`config.mk`:
```
export PLATFORM = sky130hd
export DESIGN_NAME = section_down_timer
export DESIGN_NICKNAME = d
export VERILOG_FILES = /design/src/rtl/section_down_timer.sv
export SDC_FILE = /design/constraint.sdc
export NUM_CORES = 1
export LEC_CHECK = 0
export BUFFER_PORTS_ARGS = -buffer_cell sky130_fd_sc_hd__buf_2
export CORE_MARGIN = 5
export CORE_UTILIZATION = 44
export DETAILED_ROUTE_END_ITERATION = 6
export PLACE_DENSITY_LB_ADDON = 0.25
export SLEW_MARGIN = 5
export SYNTH_ARGS = -nofsm -noshare
export SYNTH_HDL_FRONTEND = slang
export SYNTH_SLANG_ARGS = --single-unit
```
`constraint.sdc`:
```
create_clock -name clk -period 2.24 [get_ports clk]
set_input_delay 0.336 -clock clk [delete_from_list [all_inputs] [get_ports clk]]
set_output_delay 0.336 -clock clk [all_outputs]
set_load 0.01 [all_outputs]
```
`src/rtl/section_down_timer.sv`:
```
// Section down-timer: MM:SS BCD countdown with load/start/pause control,
// a seconds-section borrow strobe and a one-cycle done pulse.
module section_down_timer (
  input  logic        clk,
  input  logic        rst,
  input  logic        tick,
  input  logic        load,
  input  logic [15:0] ld_val,
  input  logic        start,
  input  logic        pause,
  output logic [15:0] count,
  output logic        running,
  output logic        done,
  output logic        bo
);

  typedef enum logic [1:0] {
    IDLE  = 2'd0,
    RUN   = 2'd1,
    PAUSE = 2'd2,
    DONE  = 2'd3
  } state_t;

  state_t      state;
  state_t      state_nx;
  logic [15:0] count_nx;
  logic        done_nx;
  logic        bo_nx;
  logic [15:0] dec;
  logic [15:0] load_clamped;
  logic        sec_zero;

  // Limit a BCD digit to the given maximum.
  function automatic logic [3:0] clamp_digit(input logic [3:0] d, input logic [3:0] mx);
    return (d > mx) ? mx : d;
  endfunction

  // Sanitised preset: seconds-tens capped at 5, every other digit at 9.
  always_comb begin
    load_clamped = {clamp_digit(ld_val[15:12], 4'd9),
                    clamp_digit(ld_val[11:8],  4'd9),
                    clamp_digit(ld_val[7:4],   4'd5),
                    clamp_digit(ld_val[3:0],   4'd9)};
  end

  // One-second BCD decrement with borrow ripple across the four digits.
  always_comb begin
    dec      = count;
    sec_zero = (count[7:0] == 8'h00);
    if (count[3:0] != 4'd0) begin
      dec[3:0] = count[3:0] - 4'd1;
    end else begin
      dec[3:0] = 4'd9;
      if (count[7:4] != 4'd0) begin
        dec[7:4] = count[7:4] - 4'd1;
      end else begin
        dec[7:4] = 4'd5;
        if (count[11:8] != 4'd0) begin
          dec[11:8] = count[11:8] - 4'd1;
        end else begin
          dec[11:8]  = 4'd9;
          dec[15:12] = count[15:12] - 4'd1;
        end
      end
    end
  end

  // Next-state logic; command priority is load, then pause, then start.
  // A pause in a non-RUN state still masks start and tick that cycle.
  always_comb begin
    state_nx = state;
    count_nx = count;
    done_nx  = 1'b0;
    bo_nx    = 1'b0;
    if (load) begin
      count_nx = load_clamped;
      state_nx = IDLE;
    end else if (pause) begin
      if (state == RUN) state_nx = PAUSE;
    end else if (start && (state == IDLE || state == PAUSE)) begin
      if (count != '0) state_nx = RUN;
    end else if (tick && state == RUN) begin
      count_nx = dec;
      bo_nx    = sec_zero;
      if (dec == '0) begin
        state_nx = DONE;
        done_nx  = 1'b1;
      end
    end
  end

  // State, count and registered strobes with synchronous active-low reset.
  always_ff @(posedge clk) begin
    if (!rst) begin
      state <= IDLE;
      count <= '0;
      done  <= 1'b0;
      bo    <= 1'b0;
    end else begin
      state <= state_nx;
      count <= count_nx;
      done  <= done_nx;
      bo    <= bo_nx;
    end
  end

  // running is decoded directly from the state register.
  always_comb begin
    running = (state == RUN);
  end

endmodule

```
### After elaboration in Yosys (flattened, before gate mapping)

Index checks and enable logic that the tools add are counted.

* flip-flop bits (word level): 20
* input bits: 22
* output and inout port bits: 19
* logic and storage cells: 58

* add/subtract/negate cells: 4
* magnitude comparators: 4
* equality and inequality tests: 6
* mux-type cells: 21
* bitwise logic cells: 2
* reduce and logical (&&, ||, !) cells: 17

Operator list (count)
* $mux W16: 4
* $mux W4: 8
* $logic_not A16 Y1: 1
* $reduce_bool A16 Y1: 1
* $sub A4 B1 Y4 const B: 4
* $gt A4 B4 Y1 const B: 3
* $mux W12: 1
* $mux W2: 6
* $reduce_bool A4 Y1: 3
* $logic_not A8 Y1: 1
* $mux W8: 1
* $reduce_bool A3 Y1: 2
* $reduce_or A5 Y1: 1
* $gt A4 B3 Y1 const B: 1
* $ne A2 B2 Y1 const B: 2
* $reduce_and A4 Y1: 1
* $ne A3 B2 Y1 const B: 1
* $reduce_and A3 Y1: 1
* $eq A2 B1 Y1 const B: 1
* $eq A2 B2 Y1 const B: 1
* $logic_and A1 B1 Y1: 2
* $logic_not A2 Y1: 1
* $ne A2 B1 Y1 const B: 1
* $not A1 Y1: 2
* 4 further kinds: 4

### Longest topological paths before layout

* depth in word-level cells: 9
* depth in mapped cells: 5
* gate-level depth less buffers: 5

### Least setup slack after synthesis

OpenSTA, ideal clock, no wires.

* path type: reg-to-reg
* from: register count[0]
* to: register count[11]
* setup time: 0.122 ns
* arrival time: 2.021 ns
* required time: 2.118 ns
* path slack: 0.097 ns
* cell stages (with the launch flop): 6
* buffers on the path: 1
* clock period less this slack: 2.143 ns
* path through: dfxtp_1 > buf_6 > or4_4 > or4_4 > o31a_1 > o311a_1

* cells in the longest elaborated chain, start to end: 6

Ends and longest elaborated chain
* start, declared: line 11 `output logic [15:0] count,`
* start signal, assigned: line 101 `count <= count_nx;`
* $reduce_bool A4 Y1: line 50 `if (count[3:0] != 4'd0) begin`
* $mux W12: line 50
* $mux W16: line 82 `end else if (tick && state == RUN) begin`
* $mux W16: line 80 `end else if (start && (state == IDLE || state == PAUSE)) begin`
* $mux W16: line 78 `end else if (pause) begin`
* $mux W16: line 75 `if (load) begin`

No other way between the ends. The select of a mux whose other input is x is not followed.
A chain may end at the register's enable or synchronous reset.

### Worst setup path after layout

Ends and elaborated chain as after synthesis.

==> metrics <==
Most Frequent Cell on Critical Path or4_4; Synth Area in XOR/XNOR around 4.4%; Tmin final a little over 2 ns; Vias/cell roughly 6; vias in the first global route 1133; slowest CP cell or4_4; leakage around 0.64 nW; largest family of logic cells by synthesized area simple AND/OR/NAND/NOR gates; Setup WS post-layout 0.187 ns; Post-layout nets around 210; Crit. Startpoint count[0]; Clock Sinks 20; antenna cells 0; DP Wirelength around 2400 um; CP Launch Type flip-flop; Post-synth EDFFs 0; overall routing resource usage 17.2%; R2R setup slack about 0.19 ns; DRC violations left 0; Slew headroom 60.4%; R2R cell count 4; IO Count 41; drt initial violations 61; pre-CTS setup slack between 0.2 and 0.25 ns; Synth warnings 0; Final Hold Fails 0; area of the mapped netlist about 0.0012 mm^2; DR pass1 iterations 4; via count between 1000 and 1500; Clock Tree Buf Depth 2; number of CTS-inserted buffers 3; Root Buffer clkbuf_4; gr ovfl total 0; CP delay by family, top simple AND/OR/NAND/NOR gates; WS Path Type flip-flop to flip-flop; clk_skew between 0.01 and 0.015 ns; CTS tree built; Die Y a little over 60 um; largest net degree at the start of global routing 19; cell count after synthesis around 140; power per cell area 580 mW/mm^2; FP Rows 18; htree depth 1; f_max between 0.4 and 0.5 GHz; post-CTS setup buffers 0; CP max stage delay about 0.56 ns; initial antenna violation count 0; Netlist cell types 42; total of max-cap violations 0; ys async rst share 0%; CTS resizes 0; crit path capture type flip-flop; first-pass GRT wire length a little under 5000 um; CP Buf/Inv Count 0; compound-gate portion of the synthesized area around 23%; cell area after layout 0.00149 mm^2; Worst Setup EP count[11]; routability congestion estimate between 0.8 and 0.9; worst skew pair latency about 0.31 ns; CP max FO 5; Synth Net Count about 170; Reg clk slew, reported paths about 0.12 ns; Final Cycle Share a little over 90%; starting density of the core 47.2%; simple-gate share of the synthesized area between 20% and 30%; hold crit path type input pin to flip-flop; slew at the pin closest to its max-slew limit roughly 0.59 ns; antenna-violating nets left 0; Die Area between 0.003 and 0.004 mm^2; worst vdd ir around 0.00051 V; post-synthesis adder-cell area fraction 2.10%; Reg-to-Reg End count[11]; CP cell instances or4_4, or4_4, o31a_1, o311a_1; Sum Neg Setup Slack 0 ns; Setup-failing EPs final 0; Non-Filler Instances around 220; outcome completed; Die Span X roughly 62 um; Worst Path Arrival ~2.3 ns; critical path depth in cells 4; Most used DFF post-synth dfxtp_1; Crit Reg-Reg Startpoint count[0]; Layout area overhead 25.0%; hold buffer count at cts 0; Slew Limit Fails 0; mux cell area share after synthesis 2.73%; routed len/inst 14.6 um; Seq/Total Area, Yosys around 34%; I/O Buffers 40; most frequent cells in the layout buf_2 (40), dfxtp_1 (20), o21ai_0 (15); syn avg cell area about 8.3 um^2; Core Box Area 0.00252 mm^2; most common cell after layout, fill and taps aside buf_2; share of layout cells above drive strength 1 30.1%; Worst Path Required about 2.5 ns; Inst Count DP 212; RSZ-0062 raised after global routing no; Yosys reg bits 20; dpl cell area 0.00144 mm^2; Detailed Route WL 3140 um; final core occ approximately 59%
layer usage:
layer	wire length [um]	global-route usage, %
met5	0	0
met4	38	3.94
met3	272	5.17
met2	1550	29.7
met1	1290	21.0
final cells by class:
cell class	count	area (um^2)
repair buffers	46	245
clock inverters	1	30.0
well taps	30	37.5
multi-input cells	109	727
fillers	241	1030
flip-flops and latches	20	400
clock buffers	3	22.5
inverters	7	26.3
flip-flops by register name (all words and copies together), names as in the netlist:
name and cells:
bo 1, count 16, done 1, state 2
through the flow:
stage / power [W] / hold WS, ns
finish: 0.000864 / 0.291
detailed placement: 0.000573 / 0.472
floorplan: 0.000507 / 0.500
CTS: 0.000869 / 0.295
global placement: 0.000568 / 0.477
global route: 0.000902 / 0.282
how the worst min path moves through the flow:
stage,slack [ns],startpoint,depth (start not counted),end
final,0.29,ld_val[0],2,count[0]
after global routing,0.28,ld_val[0],2,count[0]
after CTS,0.29,ld_val[0],2,count[0]
after detailed placement,0.47,count[7],1,count[7]
after global placement,0.48,count[7],1,count[7]
after floorplan,0.50,ld_val[0],1,count[0]
where the power goes:
group	internal (W)	switching (W)	total, W
sequential	0.000374	0.0000174	0.000391
clock	0.000181	0.000117	0.000298
combinational	0.0000795	0.0000956	0.000175
total	0.000634	0.000230	0.000864
Yosys cell counts (3+ instances only):
| cell type | number | area share, % |
|---|---|---|
| dfxtp_1 | 20 | 34 |
| o21ai_0 | 15 | 6.3 |
| nand2_1 | 10 | 3.2 |
| nor2_1 | 8 | 2.5 |
| clkbuf_1 | 7 | 2.2 |
| inv_1 | 7 | 2.2 |
| nor4_1 | 7 | 3.7 |
| a21oi_1 | 6 | 2.5 |
| nor2b_1 | 5 | 2.6 |
| xnor2_1 | 5 | 3.7 |
| nand4_1 | 4 | 2.1 |
| a31oi_1 | 3 | 1.6 |
| nand3_1 | 3 | 1.3 |
| nand4b_1 | 3 | 2.2 |
| o211a_1 | 3 | 2.5 |
cell families (layout without fill, tap and decap cells):
group / after synthesis / count (layout)
simple gates: 57 / 57
compound gates: 41 / 41
flops: 20 / 20
buf+inv: 15 / 57
xor+xnor: 6 / 6
mux: 3 / 3
fa+ha+maj: 2 / 2
Power figures use the tool's default switching activity.
